## src/rtl/netwalk_port_arbiter_pkg.sv

```systemverilog
// Shared types and default parameters for the netwalk port arbiter.
package netwalk_port_arbiter_pkg;

  localparam int unsigned NW_ARB_IDX_WIDTH_DEF  = 4;
  localparam int unsigned NW_ARB_MAX_HOLD_DEF   = 64;
  localparam int unsigned NW_ARB_HOLD_WIDTH_DEF = 7;

  // Arbiter FSM states
  typedef enum logic {
    NW_ARB_IDLE  = 1'b0,
    NW_ARB_GRANT = 1'b1
  } nw_arb_state_e;

endpackage : netwalk_port_arbiter_pkg

```

## src/rtl/netwalk_rr_pick.sv

```systemverilog
// Rotating-priority picker: first set request at or after rr_ptr, wrapping upward.
module netwalk_rr_pick
  import netwalk_port_arbiter_pkg::*;
#(
  parameter int unsigned IDX_WIDTH = NW_ARB_IDX_WIDTH_DEF
) (
  input  logic [(1<<IDX_WIDTH)-1:0] req,
  input  logic [IDX_WIDTH-1:0]      rr_ptr,
  output logic [IDX_WIDTH-1:0]      pick_idx,
  output logic                      pick_any
);

  localparam int unsigned NUM_REQ = 1 << IDX_WIDTH;

  logic [IDX_WIDTH-1:0] idx;

  // Scan from rr_ptr upward; index arithmetic wraps naturally at IDX_WIDTH bits
  always_comb begin
    pick_idx = '0;
    pick_any = 1'b0;
    idx      = '0;
    for (int unsigned i = 0; i < NUM_REQ; i++) begin
      idx = rr_ptr + IDX_WIDTH'(i);
      if (!pick_any && req[idx]) begin
        pick_any = 1'b1;
        pick_idx = idx;
      end
    end
  end

endmodule : netwalk_rr_pick

```

## src/rtl/netwalk_port_arbiter.sv

```systemverilog
// Round-robin port arbiter with hold budget and a forced idle cycle between grants.
module netwalk_port_arbiter
  import netwalk_port_arbiter_pkg::*;
#(
  parameter int unsigned ARB_IDX_WIDTH  = NW_ARB_IDX_WIDTH_DEF,
  parameter int unsigned MAX_HOLD       = NW_ARB_MAX_HOLD_DEF,
  parameter int unsigned HOLD_CNT_WIDTH = NW_ARB_HOLD_WIDTH_DEF
) (
  input  logic                          clk,
  input  logic                          reset,
  input  logic [(1<<ARB_IDX_WIDTH)-1:0] req,
  input  logic                          grant_done,
  output logic [ARB_IDX_WIDTH-1:0]      grant_idx,
  output logic                          grant_valid,
  output logic                          timeout_pulse
);

  localparam logic [HOLD_CNT_WIDTH-1:0] HOLD_LAST = HOLD_CNT_WIDTH'(MAX_HOLD - 1);
  localparam logic [HOLD_CNT_WIDTH-1:0] HOLD_SAT  = '1;
  localparam bit                        HOLD_EN   = (MAX_HOLD != 0);

  // Hold counter must be able to reach MAX_HOLD-1 without wrapping
  if ((2 ** HOLD_CNT_WIDTH) <= MAX_HOLD) begin : g_hold_width_check
    $error("netwalk_port_arbiter: HOLD_CNT_WIDTH too small for MAX_HOLD");
  end

  nw_arb_state_e               state;
  logic [ARB_IDX_WIDTH-1:0]    rr_ptr;
  logic [HOLD_CNT_WIDTH-1:0]   hold_cnt;
  logic [ARB_IDX_WIDTH-1:0]    pick_idx;
  logic                        pick_any;
  logic                        owner_req_c;
  logic                        budget_out_c;
  logic                        release_c;

  netwalk_rr_pick #(
    .IDX_WIDTH (ARB_IDX_WIDTH)
  ) u_pick (
    .req      (req),
    .rr_ptr   (rr_ptr),
    .pick_idx (pick_idx),
    .pick_any (pick_any)
  );

  // Exit causes: owner done, owner dropped its request, or hold budget exhausted
  always_comb begin
    owner_req_c  = req[grant_idx];
    budget_out_c = HOLD_EN && (hold_cnt == HOLD_LAST);
    release_c    = grant_done || !owner_req_c || budget_out_c;
  end

  // Arbiter FSM with registered outputs, hold counter and round-robin pointer
  always_ff @(posedge clk or negedge reset) begin
    if (!reset) begin
      state         <= NW_ARB_IDLE;
      grant_idx     <= '0;
      grant_valid   <= 1'b0;
      timeout_pulse <= 1'b0;
      rr_ptr        <= '0;
      hold_cnt      <= '0;
    end else begin
      case (state)
        NW_ARB_IDLE: begin
          timeout_pulse <= 1'b0;
          if (pick_any) begin
            grant_idx   <= pick_idx;
            grant_valid <= 1'b1;
            hold_cnt    <= '0;
            state       <= NW_ARB_GRANT;
          end
        end
        NW_ARB_GRANT: begin
          if (release_c) begin
            grant_valid   <= 1'b0;
            rr_ptr        <= grant_idx + ARB_IDX_WIDTH'(1);
            hold_cnt      <= '0;
            // Pulse only when the budget is the sole reason for leaving
            timeout_pulse <= budget_out_c && !grant_done && owner_req_c;
            state         <= NW_ARB_IDLE;
          end else begin
            timeout_pulse <= 1'b0;
            if (HOLD_EN && (hold_cnt != HOLD_SAT)) begin
              hold_cnt <= hold_cnt + HOLD_CNT_WIDTH'(1);
            end
          end
        end
        default: begin
          state       <= NW_ARB_IDLE;
          grant_valid <= 1'b0;
        end
      endcase
    end
  end

endmodule : netwalk_port_arbiter

```

## config.mk

```make
export PLATFORM = sky130hd
export DESIGN_NAME = netwalk_port_arbiter
export DESIGN_NICKNAME = d
export VERILOG_FILES = /design/src/rtl/netwalk_port_arbiter_pkg.sv /design/src/rtl/netwalk_rr_pick.sv /design/src/rtl/netwalk_port_arbiter.sv
export SDC_FILE = /design/constraint.sdc
export NUM_CORES = 1
export LEC_CHECK = 0
export CORE_MARGIN = 1
export CORE_UTILIZATION = 55
export CTS_CLUSTER_DIAMETER = 100
export DETAILED_ROUTE_END_ITERATION = 7
export GPL_ROUTABILITY_DRIVEN = 0
export PLACE_DENSITY = 0.8
export SLEW_MARGIN = 40
export SYNTH_ARGS = -nofsm -noshare
export SYNTH_HDL_FRONTEND = slang
export SYNTH_HIERARCHICAL = 1
export SYNTH_SLANG_ARGS = --single-unit
export TNS_END_PERCENT = 20
```

## constraint.sdc

```tcl
create_clock -name clk -period 4.6 [get_ports clk]
set_input_delay 0.69 -clock clk [delete_from_list [all_inputs] [get_ports clk]]
set_output_delay 0.69 -clock clk [all_outputs]
set_load 0.05 [all_outputs]
```

== Yosys cells after proc, flatten, opt, wreduce, memory -nomap -nowiden ==
Index checks and enable logic that the tools add are counted.
Storage, ports and cells
  register bits after elaboration: 18
  input port bits: 19
  output and inout port bits: 6
  word-level logic and storage cells: 164
Operators by class
  add/subtract/negate cells: 17
  magnitude comparators: 17
  eq/ne operators: 5
  mux-type cells: 78
  bitwise logic cells: 1
  reduce and logical (&&, ||, !) cells: 40
Operator list (count)
  $lt 4x5->1 const B: 17
  $bmux 1 s4: 17
  $mux 4: 16
  $mux 1: 38
  $add 4x4->4 const B: 8
  $mux 7: 3
  $logic_and 1x1->1: 17
  $logic_not 1->1: 17
  $add 4x3->4 const B: 4
  $pmux 7 s2: 1
  $add 4x1->4 const B: 2
  $add 4x2->4 const B: 2
  $reduce_and 2->1: 4
  $add 7x1->7 const B: 1
  $eq 7x6->1 const B: 1
  $ne 7x7->1 const B: 1
  $pmux 1 s2: 3
  $ne 3x1->1 const B: 1
  $logic_or 1x1->1: 2
  $ne 2x1->1 const B: 1
  $ne 2x2->1 const B: 1
  $not 1->1: 1

== Depth between registers and ports, before layout ==
Gate-level depths: netlist of the first run.
  depth after elaboration: 50
  depth in mapped cells: 19
  mapped depth without buffers: 13

== Modules after synthesis ==
Netlist of the first run, hierarchy kept.
By module, submodules not included
  netwalk_rr_pick: times used 1, cells each 280, area an instance 2472.4 um^2, seq. area each 0.0 um^2
  netwalk_port_arbiter: times used 1, cells each 88, area an instance 1044.8 um^2, seq. area each 450.4 um^2

== Least setup slack after synthesis of the first run ==
No wires, ideal clock.
  path type: register -> register
  start: register rr_ptr[1]
  end: register grant_idx[2]
  library setup time: 0.125 ns
  data arrival time: 4.730 ns
  required time: 4.475 ns
  setup slack: -0.254 ns
  stages on the path, launching flop included: 16
  buffers on the path: 5
  clock period less this slack: 4.854 ns
  cell sequence: dfrtp_1 > clkbuf_1 > clkbuf_1 > clkinv_1 > ha_1 > buf_2 > clkbuf_1 > mux4_2 > mux4_2 > nor3_4 > nand3_2 > or4_1 > buf_2 > o22a_1 > o21a_1 > mux2_2
Between the ends
  elaborated cells on any way between the ends: 110
  those cells by class: add/sub (15); mux (64); reduce/logical (31)
RTL lines
  from (decl): line netwalk_port_arbiter.sv:28  | logic [ARB_IDX_WIDTH-1:0] rr_ptr;
  from (signal assigned): line netwalk_port_arbiter.sv:75  | rr_ptr <= grant_idx + ARB_IDX_WIDTH'(1);
  parallel branches: the longest is 47 deep, another holds $add 4x1->4
  $mux 4 *: line netwalk_rr_pick.sv:24  | if (!pick_any && req[idx]) begin
  via pick_idx[2]: line netwalk_port_arbiter.sv:30  | logic [ARB_IDX_WIDTH-1:0] pick_idx;
  to (signal assigned): line netwalk_port_arbiter.sv:66  | grant_idx <= pick_idx;
  to (decl): line netwalk_port_arbiter.sv:13  | output logic [ARB_IDX_WIDTH-1:0] grant_idx,
Mark *: on every way through the listed nets, which the timed path passes. The select of a mux whose other input is x is not followed.
A chain may end at the register's enable or synchronous reset.

== Worst setup path in the final report of the first run ==
  start: register rr_ptr[0]
  end: register grant_idx[2]
The elaborated chain is that of the path after synthesis.

==> impl_metrics.csv, run 1 <==
group,metric,value,unit
logic_synthesis,synthArstFlopShare,100,%
timing,worstMarginPinSlew,0.704,ns
route,drt-pass1-iter-count,5,
cts,cts_root_buf,"clkbuf_8",
place,port-buffer-count,24,
timing,fin_worst_skew,0.00424,ns
cells_and_area,num-nets-final,418,
timing,finalHoldViolCount,0,
logic_synthesis,ys.flop_type,"dfrtp_1",
floorplan,die_height,82.0,µm
route,routed_wl,10.3,mm
timing,slew_violations,0,
floorplan,core_area,6060,µm²
floorplan,row_count,28,
outcome,run_status,"completed",
cells_and_area,final_cell_mix,"nand2_1 (31), mux2i_1 (31), mux4_2 (29)",
cells_and_area,antenna_cells,0,
setup_path,critPathLaunchType,"flop",
cts,cts.sink_count,18,
cts,cts_max_path_buffers,2,
cts,holdBufCountCts,0,
logic_synthesis,synth.largest_area_cell,"mux4_2",
logic_synthesis,yosys.area.top_type_share,18.6,%
setup_path,path_max_fanout,26,
timing,finalSetupViolCount,0,
job,max_cap_viol_count,0,
cells_and_area,multi_input_area,2900,µm²
cells_and_area,fillers,491,
cells_and_area,fin_area,3900,µm²
floorplan,dieArea,6720,µm²
logic_synthesis,synth_area,3520,µm²
route,antenna_left,0,
cts,clk_latency,0.25,ns
place,placed_area,3840,µm²
route,via_count,3504,
setup_path,cp.required,4.74,ns
timing,timing.slew.headroom,52.7,%
floorplan,die_w,82.0,µm
grt,grt.overflow.total,0,
route,drt_iter0_markers,476,
timing,period_share,94.0,%
logic_synthesis,yosys-top-cells-area,"mux4_2 (19%), dfrtp_1 (13%), mux2i_1 (9.1%), mux2_2 (5.4%), nand2_1 (3.3%)",
cts,cts_made_buffers,3,
timing,fmax,231,MHz
cts,cts_resized,0,
logic_synthesis,ys_seq_elements,18,
timing,rsz0062_at_grt,"no",
logic_synthesis,synthDistinctLibCells,71,
route,wl_per_cell,22.2,µm
logic_synthesis,synth-edff-count,0,
timing,whs,0.353,ns
cts,tritoncts,"done",
floorplan,io_pins,25,
setup_path,arrival,4.47,ns
grt,grt_usage,32.8,%
setup_path,worstSetupEndpointType,"flop",
floorplan,start_util,58.0,%
logic_synthesis,yosys_warnings,6,
place,dpl.hpwl,7.59,mm
setup_path,worstSetupPathType,"reg -> reg",
grt,grt_antenna_before_repair,0,
logic_synthesis,synthCells,368,
cts,clk_pin_slew,0.07,ns
route,routed_via_density,7.55,
cts,cts_max_level,1,
grt,grt_pass1_wl,16.7,mm
grt,grt_start_max_net_pins,33,
route,drt_drc_violations_left,0,
grt,first_global_vias,3192,
cells_and_area,seq_area,452,µm²
cells_and_area,area_growth,11.0,%
cts,postCtsSetupBuffers,0,
logic_synthesis,yosysSeqAreaShare,12.8,%
cells_and_area,drive_gt1_share,22.1,%
logic_synthesis,avgSynthCellArea,9.56,µm²
logic_synthesis,syn_nets,396,
timing,final.setup.tns,0,ns
hold_path,min_path_type,"in -> async",
timing,final.min_clock_period,4.33,ns
## synthesized netlist by cell type (all sizes together) (3+ instances only)
cell / number
a21o: 3
o21a: 3
and2: 6
mux4: 33
nor2b: 6
a31oi: 4
o211ai: 5
a22oi: 3
dfrtp: 18
nor4: 5
clkbuf: 10
o311ai: 3
and3: 3
nor4b: 3
or2: 3
mux2i: 32
nor2: 17
a21oi: 11
a221o: 3
ha: 9
mux2: 20
a22o: 3
nand2: 31
a21boi: 4
nand3: 15
o22a: 3
o21ai: 16
o32ai: 3
a211oi: 6
inv: 13
xor2: 3
xnor2: 9
nor3: 5
nand2b: 8
o22ai: 5
o31ai: 3
buf: 12
## worst paths after layout
check | from | endpoint | slack, ns | cells past startpoint
min in group clk | grant_valid$_DFFE_PN0P_ | grant_valid$_DFFE_PN0P_ | 0.49 | 1
min reg2reg | grant_valid$_DFFE_PN0P_ | grant_valid$_DFFE_PN0P_ | 0.49 | 1
max | rr_ptr[0]$_DFFE_PN0P_ | grant_idx[2]$_DFFE_PN0P_ | 0.27 | 11
min | reset | hold_cnt[2]$_DFFE_PN0P_ | 0.35 | 1
max in group asynchronous | reset | rr_ptr[0]$_DFFE_PN0P_ | 3.94 | 1
max reg2reg | rr_ptr[0]$_DFFE_PN0P_ | grant_idx[2]$_DFFE_PN0P_ | 0.27 | 11
## critical path: stages, from the launching register on
cell and delay [ns]:
dfrtp_2 0.36, buf_4 0.25, buf_4 0.39, mux4_1 0.69, mux4_2 0.58, nor2_2 0.18, nor4b_4 0.29, nand3_2 0.22
or4_1 0.67, o22a_1 0.22, o21a_1 0.10, mux2_2 0.25
## per-stage QoR
stage / setup slack, ns / utilization, % / instances
6_report: 0.274 / 64.4 / 464
5_1_grt: 0.106 / 64.4 / 464
3_3_place_gp: 0.253 / 63.4 / 460
2_1_floorplan: 0.0315 / - / 368
4_1_cts: 0.355 / 64.3 / 464
3_5_place_dp: 0.175 / 63.4 / 460
## cell type report
| type | count | area share (%) |
|---|---|---|
| repair buffers | 39 | 8.91 |
| inverters | 14 | 1.35 |
| flip-flops and latches | 18 | 11.6 |
| clock buffers | 4 | 1.41 |
| multi-input cells | 314 | 74.4 |
| well taps | 75 | 2.40 |
## state kept, by name (all words and copies together) (netlist names)
| name | flops |
|---|---|
| grant_valid | 1 |
| timeout_pulse | 1 |
| grant_idx | 4 |
| state | 1 |
| rr_ptr | 4 |
| hold_cnt | 7 |
## per-layer routing
| layer | track usage, % | wire length [µm] | up-vias |
|---|---|---|---|
| met5 | 0 | 0 | - |
| met4 | 7.19 | 333 | 0 |
| met3 | 3.33 | 1110 | 34 |
| met2 | 51.6 | 4540 | 244 |
| met1 | 48.4 | 4330 | 1714 |
| li1 | - | - | 1512 |
## cells by family after synthesis
family	count (synthesis)	synth area share (%)
adders and majority gates	9	3.20
xor gates and xnor gates	12	3.20
muxes	85	37.1
AOI/OAI and AO/OA	99	21.8
DFF	18	12.8
buffers and inverters	36	4.98
and+or+nand+nor	109	17.0
Power of run 1 is left out: the tool's default activity adds up to more than one toggle a clock period on the data nets, which glitch-free logic cannot reach.
==> inputs of run 2 (changes only) <==
--- a/config.mk
+++ b/config.mk
@@ -6,11 +6,12 @@
 export NUM_CORES = 1
 export LEC_CHECK = 0
 export CORE_MARGIN = 1
-export CORE_UTILIZATION = 55
+export CORE_UTILIZATION = 56
+export CTS_BUF_LIST = sky130_fd_sc_hd__clkbuf_4
 export CTS_CLUSTER_DIAMETER = 100
 export DETAILED_ROUTE_END_ITERATION = 7
 export GPL_ROUTABILITY_DRIVEN = 0
-export PLACE_DENSITY = 0.8
+export PLACE_DENSITY = 0.82
 export SLEW_MARGIN = 40
 export SYNTH_ARGS = -nofsm -noshare
 export SYNTH_HDL_FRONTEND = slang
==> run 2 against run 1 <==
  * Sequential cell count unchanged
  * Sequential share of layout area is essentially flat
  * Worst hold slack lost 0.054 ns
  * Die area shrank 1.7%
  * Critical path depth is 1 lower
  * Global-route usage increased by 0.85 points
  * Clock-buffer cell count is 1 lower
  * Critical path type unchanged
==> impl_metrics.csv, run 2 (synthesis gave the netlist of run 1 again) <==
group,metric,value,unit
setup_path,cp_cell_sequence,"clkinv_1 -> ha_1 -> mux4_2 -> mux4_2 -> nor3_1 -> nand3_2 -> or4_1 -> o22a_1 -> o21a_1 -> mux2_2",
setup_path,path_max_fanout,11,
cts,cts.sink_count,18,
route,drt_drc_violations_left,0,
cells_and_area,area_growth,10.8,%
grt,grt_pass1_wl,16.7,mm
setup_path,cp.required,4.79,ns
route,antenna_left,0,
cts,cts_root_buf,"clkbuf_4",
timing,finalHoldViolCount,0,
grt,first_global_vias,3207,
cells_and_area,num-nets-final,422,
timing,final.min_clock_period,4.29,ns
setup_path,slowest_delay,0.68,ns
cts,cts_max_level,1,
timing,worstMarginPinSlew,0.751,ns
floorplan,row_count,28,
setup_path,path_buf_inv,1,
timing,rsz0062_at_grt,"no",
timing,fmax,233,MHz
cts,clk_latency,0.30,ns
grt,grt_start_max_net_pins,33,
cts,clk_pin_slew,0.10,ns
cells_and_area,largest_reg_flops,7,
timing,slew_violations,0,
cts,postCtsSetupBuffers,0,
cells_and_area,largestRegisters,"hold_cnt x7, grant_idx x4, rr_ptr x4",
setup_path,crit_path_top_delay_cell,"or4_1",
timing,final.setup.tns,0,ns
route,routed_via_density,7.59,
setup_path,worstSetupPathType,"reg -> reg",
grt,grt.overflow.total,0,
floorplan,io_pins,25,
route,drt_iter0_markers,650,
job,max_cap_viol_count,0,
outcome,run_status,"completed",
route,routed_wl,10.5,mm
timing,timing.slew.headroom,49.6,%
route,wl_per_cell,22.4,µm
setup_path,arrival,4.48,ns
setup_path,crit_path_frequent_cell,"mux4_2",
floorplan,die_height,81.3,µm
cts,tritoncts,"done",
place,port-buffer-count,24,
grt,grt_antenna_before_repair,0,
setup_path,critPathLaunchType,"flop",
timing,period_share,93.2,%
cells_and_area,drive_gt1_share,22.4,%
hold_path,min_path_type,"in -> async",
cts,holdBufCountCts,0,
route,via_count,3552,
cts,cts_made_buffers,3,
floorplan,start_util,58.7,%
place,dpl.hpwl,7.98,mm
cells_and_area,top_register,"hold_cnt",
cts,cts_max_path_buffers,2,
setup_path,worstSetupEndpointType,"flop",
setup_path,r2r_slack,0.31,ns
grt,grt_usage,33.6,%
floorplan,core_area,5990,µm²
timing,fin_worst_skew,0.00303,ns
cells_and_area,final_cell_mix,"nand2_1 (31), mux2i_1 (31), mux4_2 (29)",
cells_and_area,antenna_cells,0,
timing,finalSetupViolCount,0,
route,drt-pass1-iter-count,8,
setup_path,crit_family,"multiplexers",
floorplan,dieArea,6600,µm²
cts,cts_resized,0,
floorplan,die_w,81.3,µm
-- run 2: layer usage --
layer  up-vias  GRT usage, %  wire length [µm]
met5         -             0                 0
met4         0          11.1               423
met3        50          4.16              1220
met2       276          52.1              4750
met1      1691          48.4              4110
li1       1535             -                 -
-- run 2: worst paths after layout --
check / start / to / cells past startpoint
hold / removal: reset / timeout_pulse$_DFF_PN0_ / 1
min in group clk: grant_valid$_DFFE_PN0P_ / grant_valid$_DFFE_PN0P_ / 1
max in group asynchronous: reset / rr_ptr[0]$_DFFE_PN0P_ / 1
hold reg to reg: grant_valid$_DFFE_PN0P_ / grant_valid$_DFFE_PN0P_ / 1
setup / recovery: rr_ptr[1]$_DFFE_PN0P_ / grant_idx[2]$_DFFE_PN0P_ / 10
setup reg to reg: rr_ptr[1]$_DFFE_PN0P_ / grant_idx[2]$_DFFE_PN0P_ / 10
-- run 2: layout make-up --
type | count | area [µm²]
Multi-Input combinational cell | 314 | 2900
Clock buffer | 3 | 22.5
Fill cell | 465 | 2090
Tap cell | 75 | 93.8
Sequential cell | 18 | 452
Timing Repair Buffer | 43 | 378
Clock inverter | 1 | 3.75
Inverter | 14 | 52.6
-- run 2: per-stage QoR --
stage	area, µm²	instances	hold WS, ns	utilization [%]	worst slack [ns]
after CTS	3900	468	0.515	65.1	0.354
after global placement	3870	464	0.464	64.6	0.322
final	3900	468	0.299	65.1	0.312
after detailed placement	3870	464	0.486	64.6	0.196
after floorplan	3520	368	0.394	-	0.0315
after global routing	3900	468	0.328	65.1	0.118
-- run 2: worst reg2reg max path, stage by stage (launching register included) --
cell      delay [ns]
dfrtp_1         0.37
clkinv_1        0.09
ha_1            0.65
mux4_2          0.67
mux4_2          0.56
nor3_1          0.36
nand3_2         0.23
or4_1           0.68
o22a_1          0.23
o21a_1          0.10
mux2_2          0.25
Power of run 2 is left out for the same reason.
